<file path="config.mk">
export PLATFORM = sky130hd
export DESIGN_NAME = slowdoor_cfg_loader_flat
export DESIGN_NICKNAME = d
export VERILOG_FILES = /design/src/rtl/slowdoor_cfg_pkg.sv /design/src/rtl/slowdoor_cfg_if.sv /design/src/rtl/slowdoor_cfg_sync_det.sv /design/src/rtl/slowdoor_cfg_loader.sv /design/src/flat_wrapper.sv
export SDC_FILE = /design/constraint.sdc
export NUM_CORES = 1
export LEC_CHECK = 0
export ABC_CLOCK_PERIOD_IN_PS = 2150
export CAP_MARGIN = 40
export CORE_AREA = 5 5 89 91
export CTS_CLUSTER_SIZE = 10
export DETAILED_ROUTE_END_ITERATION = 12
export DIE_AREA = 0 0 94 96
export SLEW_MARGIN = 20
export SYNTH_ARGS = -nofsm -noshare
export SYNTH_HDL_FRONTEND = slang
export SYNTH_SLANG_ARGS = --single-unit
</file>
<file path="constraint.sdc">
create_clock -name clk -period 2.15 [get_ports clk]
set_input_delay 0.43 -clock clk [delete_from_list [all_inputs] [get_ports clk]]
set_output_delay 0.43 -clock clk [all_outputs]
set_load 0.02 [all_outputs]
</file>
<file path="src/rtl/slowdoor_cfg_pkg.sv">
// slowdoor_cfg_pkg: shared constants, state encoding and helpers
// for the serial configuration loader.
package slowdoor_cfg_pkg;

    localparam logic [7:0] SYNC_WORD = 8'hA5;
    localparam logic [7:0] EOS_ADDR  = 8'hFF;
    localparam int         ADDR_W    = 8;
    localparam int         MODE_W    = 3;
    localparam int         LUT_W     = 4;
    localparam int         PAY_W     = MODE_W + LUT_W;
    localparam int         CNT_W     = 8;

    typedef enum logic [2:0] {
        ST_HUNT,
        ST_ADDR,
        ST_PAYLOAD,
        ST_PARITY,
        ST_COMMIT,
        ST_DONE
    } state_e;

    function automatic logic [CNT_W-1:0] sat_inc(
        input logic [CNT_W-1:0] v
    );
        return (v == {CNT_W{1'b1}}) ? v : v + 1'b1;
    endfunction

endpackage

</file>
<file path="src/rtl/slowdoor_cfg_if.sv">
// slowdoor_cfg_if: serial bitstream handshake plus the
// block-write bus and status outputs of the loader.
interface slowdoor_cfg_if;
    import slowdoor_cfg_pkg::*;

    logic              cfg_valid;
    logic              cfg_bit;
    logic              cfg_ready;
    logic              blk_we;
    logic [ADDR_W-1:0] blk_addr;
    logic [MODE_W-1:0] blk_mode;
    logic [LUT_W-1:0]  blk_lut;
    logic              done;
    logic [CNT_W-1:0]  good_cnt;
    logic [CNT_W-1:0]  err_cnt;

    modport master (
        input  cfg_valid,
        input  cfg_bit,
        output cfg_ready,
        output blk_we,
        output blk_addr,
        output blk_mode,
        output blk_lut,
        output done,
        output good_cnt,
        output err_cnt
    );

    modport slave (
        output cfg_valid,
        output cfg_bit,
        input  cfg_ready,
        input  blk_we,
        input  blk_addr,
        input  blk_mode,
        input  blk_lut,
        input  done,
        input  good_cnt,
        input  err_cnt
    );

endinterface

</file>
<file path="src/rtl/slowdoor_cfg_sync_det.sv">
// slowdoor_cfg_sync_det: 8-bit shift window that flags the sync
// word on the same cycle its final bit is accepted.
module slowdoor_cfg_sync_det
    import slowdoor_cfg_pkg::*;
(
    input  logic clk,
    input  logic rst,
    input  logic i_clear,
    input  logic i_shift,
    input  logic i_bit,
    output logic o_match
);

    logic [7:0] r_win;
    logic [7:0] w_next;

    assign w_next  = {r_win[6:0], i_bit};
    assign o_match = i_shift && (w_next == SYNC_WORD);

    // Shift accepted bits; a match or an explicit clear empties the window
    always_ff @(posedge clk) begin
        if (rst || i_clear || o_match) begin
            r_win <= '0;
        end else if (i_shift) begin
            r_win <= w_next;
        end
    end

endmodule

</file>
<file path="src/rtl/slowdoor_cfg_loader.sv">
// slowdoor_cfg_loader: frames a serial bitstream into per-block
// mode/LUT writes, with parity, range check and end-of-stream.
module slowdoor_cfg_loader
    import slowdoor_cfg_pkg::*;
#(
    parameter int NUM_BLOCKS = 16
)(
    input  logic          clk,
    input  logic          rst,
    slowdoor_cfg_if.master bus
);

    localparam logic [8:0] BLK_LIM = 9'(NUM_BLOCKS);

    state_e             r_state;
    logic [2:0]         r_cnt;
    logic [ADDR_W-1:0]  r_addr_sr;
    logic [PAY_W-1:0]   r_pay_sr;
    logic               r_par;
    logic               r_eos;
    logic               r_ready;
    logic               r_we;
    logic [ADDR_W-1:0]  r_addr;
    logic [MODE_W-1:0]  r_mode;
    logic [LUT_W-1:0]   r_lut;
    logic               r_done;
    logic [CNT_W-1:0]   r_good;
    logic [CNT_W-1:0]   r_err;

    logic w_take;
    logic w_hunt_shift;
    logic w_clear;
    logic w_match;
    logic w_par_ok;
    logic w_in_range;
    logic w_is_eos;

    assign w_take       = bus.cfg_valid && r_ready;
    assign w_hunt_shift = w_take && (r_state == ST_HUNT);
    assign w_clear      = (r_state == ST_COMMIT);
    assign w_par_ok     = ~(r_par ^ bus.cfg_bit);
    assign w_in_range   = ({1'b0, r_addr_sr} < BLK_LIM);
    assign w_is_eos     = (r_addr_sr == EOS_ADDR);

    slowdoor_cfg_sync_det u_sync (
        .clk     (clk),
        .rst     (rst),
        .i_clear (w_clear),
        .i_shift (w_hunt_shift),
        .i_bit   (bus.cfg_bit),
        .o_match (w_match)
    );

    // Frame FSM; the verdict and all outputs register on the parity bit
    always_ff @(posedge clk) begin
        if (rst) begin
            r_state   <= ST_HUNT;
            r_cnt     <= '0;
            r_addr_sr <= '0;
            r_pay_sr  <= '0;
            r_par     <= 1'b0;
            r_eos     <= 1'b0;
            r_ready   <= 1'b1;
            r_we      <= 1'b0;
            r_addr    <= '0;
            r_mode    <= '0;
            r_lut     <= '0;
            r_done    <= 1'b0;
            r_good    <= '0;
            r_err     <= '0;
        end else begin
            unique case (r_state)
                ST_HUNT: begin
                    if (w_match) begin
                        r_state <= ST_ADDR;
                        r_cnt   <= '0;
                        r_par   <= 1'b0;
                    end
                end
                ST_ADDR: begin
                    if (w_take) begin
                        r_addr_sr <= {r_addr_sr[ADDR_W-2:0], bus.cfg_bit};
                        r_par     <= r_par ^ bus.cfg_bit;
                        r_cnt     <= r_cnt + 3'd1;
                        if (r_cnt == 3'd7) begin
                            r_state <= ST_PAYLOAD;
                            r_cnt   <= '0;
                        end
                    end
                end
                ST_PAYLOAD: begin
                    if (w_take) begin
                        r_pay_sr <= {r_pay_sr[PAY_W-2:0], bus.cfg_bit};
                        r_par    <= r_par ^ bus.cfg_bit;
                        r_cnt    <= r_cnt + 3'd1;
                        if (r_cnt == 3'd6) begin
                            r_state <= ST_PARITY;
                            r_cnt   <= '0;
                        end
                    end
                end
                ST_PARITY: begin
                    if (w_take) begin
                        r_state <= ST_COMMIT;
                        r_ready <= 1'b0;
                        r_eos   <= 1'b0;
                        unique case (1'b1)
                            (w_par_ok && w_in_range): begin
                                r_we   <= 1'b1;
                                r_addr <= r_addr_sr;
                                r_mode <= r_pay_sr[PAY_W-1:LUT_W];
                                r_lut  <= r_pay_sr[LUT_W-1:0];
                                r_good <= sat_inc(r_good);
                            end
                            (w_par_ok && w_is_eos): begin
                                r_eos  <= 1'b1;
                                r_done <= 1'b1;
                                r_good <= sat_inc(r_good);
                            end
                            default: begin
                                r_err <= sat_inc(r_err);
                            end
                        endcase
                    end
                end
                ST_COMMIT: begin
                    r_we <= 1'b0;
                    if (r_eos) begin
                        r_state <= ST_DONE;
                    end else begin
                        r_state <= ST_HUNT;
                        r_ready <= 1'b1;
                    end
                end
                ST_DONE: begin
                    r_ready <= 1'b0;
                end
                default: begin
                    r_state <= ST_HUNT;
                    r_ready <= 1'b1;
                end
            endcase
        end
    end

    assign bus.cfg_ready = r_ready;
    assign bus.blk_we    = r_we;
    assign bus.blk_addr  = r_addr;
    assign bus.blk_mode  = r_mode;
    assign bus.blk_lut   = r_lut;
    assign bus.done      = r_done;
    assign bus.good_cnt  = r_good;
    assign bus.err_cnt   = r_err;

endmodule

</file>
<file path="src/flat_wrapper.sv">
// flat-port wrapper written by rule: the top's interface ports become plain ports
module slowdoor_cfg_loader_flat import slowdoor_cfg_pkg::*;
#(
    parameter int NUM_BLOCKS = 16
)
  (clk, rst, bus_cfg_valid, bus_cfg_bit, bus_cfg_ready, bus_blk_we, bus_blk_addr, bus_blk_mode, bus_blk_lut, bus_done, bus_good_cnt, bus_err_cnt);
  slowdoor_cfg_if bus_i ();
  input  logic clk;
  input  logic rst;
  input wire logic [$bits(bus_i.cfg_valid)-1:0] bus_cfg_valid;
  input wire logic [$bits(bus_i.cfg_bit)-1:0] bus_cfg_bit;
  output wire logic [$bits(bus_i.cfg_ready)-1:0] bus_cfg_ready;
  output wire logic [$bits(bus_i.blk_we)-1:0] bus_blk_we;
  output wire logic [$bits(bus_i.blk_addr)-1:0] bus_blk_addr;
  output wire logic [$bits(bus_i.blk_mode)-1:0] bus_blk_mode;
  output wire logic [$bits(bus_i.blk_lut)-1:0] bus_blk_lut;
  output wire logic [$bits(bus_i.done)-1:0] bus_done;
  output wire logic [$bits(bus_i.good_cnt)-1:0] bus_good_cnt;
  output wire logic [$bits(bus_i.err_cnt)-1:0] bus_err_cnt;
  assign bus_i.cfg_valid = bus_cfg_valid;
  assign bus_i.cfg_bit = bus_cfg_bit;
  assign bus_cfg_ready = bus_i.cfg_ready;
  assign bus_blk_we = bus_i.blk_we;
  assign bus_blk_addr = bus_i.blk_addr;
  assign bus_blk_mode = bus_i.blk_mode;
  assign bus_blk_lut = bus_i.blk_lut;
  assign bus_done = bus_i.done;
  assign bus_good_cnt = bus_i.good_cnt;
  assign bus_err_cnt = bus_i.err_cnt;
  slowdoor_cfg_loader #(.NUM_BLOCKS(NUM_BLOCKS)) u_core (.clk(clk), .rst(rst), .bus(bus_i));
endmodule
</file>
### After elaboration in Yosys (flattened, before gate mapping)

Index checks and enable logic that the tools add are counted.

| storage, ports and cells | value |
|---|---|
| register bits | 64 |
| latch bits | 0 |
| memory bits (writable) | 0 |
| ROM bits | 0 |
| input port bits | 4 |
| output and inout bits | 34 |
| logic and storage cells | 96 |
| memories | 0 |

| operators by class | value |
|---|---|
| add/subtract/negate cells | 3 |
| multipliers | 0 |
| div/mod/pow operators | 0 |
| order comparisons | 1 |
| equal/unequal tests | 20 |
| shifts and indexed selects | 0 |
| muxes and demuxes | 24 |
| bitwise gates (word level) | 7 |
| reductions and logical operators | 26 |

Operators with widths:

| kind | number |
|---|---|
| 3-bit 2-to-1 mux | 12 |
| 8-bit equality test (second input constant) | 4 |
| 3-bit case mux with 6 select lines | 1 |
| 8-bit by 1-bit adder with 8-bit output (second input constant) | 2 |
| 3-bit AND reduction | 5 |
| 2-bit by 1-bit != test with 1-bit output (second input constant) | 7 |
| 3-bit equality test (second input constant) | 4 |
| 4-bit AND reduction | 3 |
| 3-bit case mux with 3 select lines | 1 |
| 8-bit by 5-bit less-than comparator with 1-bit output (second input constant) | 1 |
| 1-bit 2-to-1 mux | 7 |
| 7-bit AND reduction | 1 |
| 3-bit by 2-bit equality test with 1-bit output (second input constant) | 2 |
| 1-bit NOT | 6 |
| 2-bit AND reduction | 3 |
| 1-bit logical AND | 5 |
| 2-bit != test (second input constant) | 2 |
| 1-bit case mux with 2 select lines | 2 |
| 1-bit case mux with 4 select lines | 1 |
| 2-bit nonzero test | 2 |
| 2-bit OR reduction | 2 |
| 3-bit by 1-bit adder with 3-bit output (second input constant) | 1 |
| 3-bit by 1-bit equality test with 1-bit output (second input constant) | 1 |
| 3-bit logical NOT | 1 |
| 4 further kinds | 5 |

### Depth between registers and ports, before layout

| logic depth | value |
|---|---|
| depth after elaboration | 6 |
| gate-level depth with buffers | 7 |
| depth with buffers taken out | 7 |

### By module

From an unflattened synthesis, not the netlist that was laid out.

| second synthesis, totals | value |
|---|---|
| cell total of the unflattened synthesis | 306 |
| area, all modules | 2,791.4 sq um |

By module, submodules not included:

| module | instances | cells an instance | area each (sq um) | sequential area each (sq um) |
|---|---|---|---|---|
| slowdoor_cfg_loader | 1 | 278 | 2,473.6 | 1,141.1 |
| slowdoor_cfg_sync_det | 1 | 28 | 317.8 | 140.1 |

### Least setup slack after synthesis

No wires, ideal clock.

| timing | value |
|---|---|
| path kind | reg2reg |
| start point | register u_core.r_addr_sr[4] |
| end point | register u_core.r_good[6], in the netlist u_core.bus.good_cnt[6] |
| library setup time | 70 ps |
| arrival time | 1,659 ps |
| data required time | 2,080 ps |
| setup slack | 420 ps |
| cell stages (with the launch flop) | 6 |
| path buffers | 0 |
| period minus slack after synthesis | 1,730 ps |
| cells stage by stage | dfxtp_1 > or4_4 > nor2_2 > o211ai_1 > or3_1 > a21oi_1 |

| on the way | value |
|---|---|
| word-level cells in the longest chain between the ends | 4 |
| elaborated cells on any way between the ends | 6 |
| classes of those cells | order compare (1); eq/ne (1); reduce/logical (4) |

Ends and longest elaborated chain:

| element | RTL line | RTL |
|---|---|---|
| start, declared | slowdoor_cfg_loader.sv:17 | `logic [ADDR_W-1:0] r_addr_sr;` |
| start signal, assigned | slowdoor_cfg_loader.sv:82 | `r_addr_sr <= {r_addr_sr[ADDR_W-2:0], bus.cfg_bit};` |
| 8-bit by 5-bit less-than comparator with 1-bit output / 8-bit equality test (equally long branches) | slowdoor_cfg_loader.sv:42, slowdoor_cfg_loader.sv:43 |  |
| 1-bit logical AND, on equally long branches | slowdoor_cfg_loader.sv:108, slowdoor_cfg_loader.sv:115 |  |
| 2-bit OR reduction (no source line) * | - |  |
| 4-bit AND reduction (no source line) * | - |  |
| end signal, assigned | slowdoor_cfg_loader.sv:113 | `r_good <= sat_inc(r_good);` |
| end signal, assigned | slowdoor_cfg_loader.sv:118 | `r_good <= sat_inc(r_good);` |
| end, declared | slowdoor_cfg_loader.sv:27 | `logic [CNT_W-1:0] r_good;` |

Every way passes the cells marked *; elsewhere a longest branch is shown, timed or not.
A chain may end at the register's enable or synchronous reset.

### Final worst setup path

| timing | value |
|---|---|
| start point | input port bus_cfg_bit |
| end point | register u_core.r_cnt[1] |

| on the way | value |
|---|---|
| word-level cells in the longest chain between the ends | 4 |

Ends and longest elaborated chain:

| element | RTL line | RTL |
|---|---|---|
| start, declared | flat_wrapper.sv:11 | `input wire logic [$bits(bus_i.cfg_bit)-1:0] bus_cfg_bit;` |
| 8-bit equality test | slowdoor_cfg_sync_det.sv:18 | `assign o_match = i_shift && (w_next == SYNC_WORD);` |
| 1-bit logical AND | slowdoor_cfg_sync_det.sv:18 |  |
| 2-bit != test (no source line) | - |  |
| 4-bit AND reduction (no source line) | - |  |
| end signal, assigned | slowdoor_cfg_loader.sv:84 | `r_cnt <= r_cnt + 3'd1;` |
| end signal, assigned | slowdoor_cfg_loader.sv:95 | `r_cnt <= r_cnt + 3'd1;` |
| end, declared | slowdoor_cfg_loader.sv:16 | `logic [2:0] r_cnt;` |

Every way passes these cells.

==> results.json <==
{
  "p_leak_nw": 1.26,
  "io_pins": 38,
  "synth_cell_type_count": 47,
  "drt_iter0_drc": 90,
  "grtUsageTotal": 0.148,
  "multiInputGateArea_um2": 1400,
  "clockBufferDepth": 2,
  "setup_viol": 0,
  "syn_avg_cell_area_um2": 8.44,
  "synthToLayoutAreaGrowth_pct": 31.9,
  "startpoint_type": "input pin",
  "dpl_cell_area_um2": 3430,
  "ys.flop_type": "dfxtp_1",
  "diodes": 0,
  "synth_edf_count": 0,
  "criticalPathCategory": "in -> reg",
  "timing.hold.ws_ns": 0.455,
  "fmax_mhz": 505,
  "cts_max_level": 3,
  "wl_per_cell_um": 12.6,
  "min_path_type": "reg -> reg",
  "grt_use_met3": 0.0321,
  "mostFrequentLayoutCells": "dfxtp_1, nand2_1, a21oi_1",
  "muxShareOfSynthArea": 0.0363,
  "fin_skew_ns": 0.00948,
  "place_hpwl_um": 4420,
  "synth-seq-cells": 64,
  "dp_cells": 477,
  "period_share": 0.920,
  "routed_wl_um": 6220,
  "io_buffers": 37,
  "post_route_cells_drive_above_1_share": 0.147,
  "grt_start_max_net_pins": 24,
  "worst_slew_pin_slew_ns": 0.434,
  "grt_pass1_wl_um": 10600,
  "ys_async_sr_fraction": 0,
  "clock_latency_ns": 0.33,
  "slew_viol_final": 0,
  "nFillCells": 680,
  "fp.dieW_um": 94,
  "grtUsageMet1": 0.189,
  "peakVddDrop_mv": 0.399,
  "finalNonFillerCells": 493,
  "synth_area_um2": 2760,
  "grt_overflow_total": 0,
  "viasPerCell": 4.98,
  "outcome": "finished clean",
  "cts-resized-gates": 0,
  "period_minus_slack_ns": 1.98,
  "post_cts_buffers": 0,
  "crit_arrival_ns": 2.24,
  "globalRouteMet2Util": 0.232,
  "synthCells": 327,
  "finalHoldViolations": 0,
  "synth-xor-area-share": 0.0345,
  "path_max_fanout": 5,
  "power_density_nw_per_um2": 631,
  "ys_seq_area_frac": 0.464,
  "grt_setup_unrepaired": "false",
  "die-area_um2": 9020,
  "drtAntennaViolNets": 0,
  "antenna_found_initial": 0,
  "synthAdderAreaFrac": 0.0227,
  "cts_root_buf": "clkbuf_8",
  "via_count": 2457,
  "die_h_um": 96,
  "synth_top_family_by_area": "simple AND/OR/NAND/NOR gates",
  "regArea_um2": 1280,
  "endpoint_kind": "flip-flop",
  "first_pass_iters": 6,
  "relSlewSlack": 0.709,
  "grt_pass1_vias": 2337,
  "yosys_warnings": 0,
  "synth_compound_area_frac": 0.152,
  "clk_pin_slew_ns": 0.07,
  "core_area_um2": 7060,
  "nets": 398,
  "drc_errors": 0,
  "design_area_um2": 3640,
  "synth_simple_gate_area_frac": 0.263,
  "row_count": 31,
  "gp_congestion": 0.788,
  "cts_buffers": 9,
  "cap_viol_max_count": 0,
  "layout_commonest_cell": "dfxtp_1",
  "initial_core_util": 0.391,
  "synth_fp_nets": 336,
  "cts_sinks": 64,
  "holdBufCountCts": 0,
  "busiest_layer": "met2",
  "tritoncts": "done",
  "critical_path_required_ns": 2.41
}
## cell usage after synthesis, drive strengths merged (3+ instances only)
library cell  count  area [um2]
a21oi            43         215
and2              5        31.3
buf               4        20.0
clkbuf           12        45.0
dfxtp            64        1280
ha                5        62.6
inv               3        11.3
mux2i            10         100
nand2            52         195
nand2b            4        25.0
nand3            15        75.1
nand4             5        31.3
nor2             34         133
nor3              6        35.0
nor4              4        31.3
o2111ai           3        26.3
o211ai            4        35.0
o21ai            17        85.1
or3               3        18.8
or4               3        26.3
xnor2             6        52.6
xor2              4        42.6
## registers in the layout, indices dropped and copies added, names as in the netlist, 3 cells and up
name / count
u_core.r_addr_sr: 8
u_core.r_cnt: 3
u_core.u_sync.r_win: 7
u_core.bus.blk_addr: 8
u_core.r_state: 3
u_core.bus.blk_mode: 3
u_core.bus.err_cnt: 8
u_core.bus.blk_lut: 4
u_core.r_pay_sr: 7
u_core.bus.good_cnt: 8
## cell type report
class,count,area share
clock inverters,6,0.0186
repair buffers,67,0.169
well taps,99,0.0340
flip-flops and latches,64,0.352
multi-input cells,244,0.385
clock buffers,10,0.0378
inverters,3,0.00309
## worst paths after layout
check	slack (ns)	from	to	cells after the start
setup / recovery	0.17	bus_cfg_bit	u_core.r_cnt[1]	7
hold / removal	0.45	u_core.bus.blk_mode[0]	u_core.bus.blk_mode[0]	2
setup reg to reg	0.27	u_core.r_addr_sr[4]	u_core.bus.good_cnt[4]	5
hold reg to reg	0.45	u_core.bus.blk_mode[0]	u_core.bus.blk_mode[0]	2
## power breakdown
group / leakage, nW / internal [mW] / switching, mW / total (mW)
combinational: 0.643 / 0.0235 / 0.0413 / 0.0648
clock: 0.0989 / 0.570 / 0.474 / 1.04
sequential: 0.515 / 1.19 / 0.00144 / 1.19
## kinds of logic (layout without fill, tap and decap cells)
kind of cell / after synthesis / after routing
multiplexers: 10 / 10
buffers and inverters: 19 / 86
flip-flops: 64 / 64
AND/OR/NAND/NOR: 145 / 145
XOR/XNOR: 10 / 10
adder cells (fa/ha/maj): 5 / 5
AO/OA/AOI/OAI: 74 / 74
## worst max-delay path: stages
cell and delay [ns]:
clkdlybuf4s50_1 0.56, buf_4 0.17, nand4bb_1 0.11, nor2_1 0.15
o211ai_1 0.17, or4_1 0.49, a21oi_1 0.15
## stage by stage
| stage | setup TNS [ns] | power [mW] | utilization | setup slack [ns] |
|---|---|---|---|---|
| 5_1_grt | 0 | 2.40 | 0.516 | 0.0291 |
| 6_report | 0 | 2.30 | 0.516 | 0.171 |
| 3_3_place_gp | -1.40 | 1.28 | 0.487 | -0.106 |
| 4_1_cts | 0 | 2.33 | 0.516 | 0.193 |
| 2_1_floorplan | 0 | 1.25 | - | 0.420 |
| 3_5_place_dp | -1.99 | 1.28 | 0.487 | -0.147 |
## routing by layer
metal  share of wire  routed length, um  vias to the layer above
li1                -                  -                     1275
met1            0.50               3120                     1135
met2            0.45               2820                       42
met3           0.032                196                        5
met4           0.014                 85                        0
met5               0                  0                        -
Power figures use the tool's default switching activity.
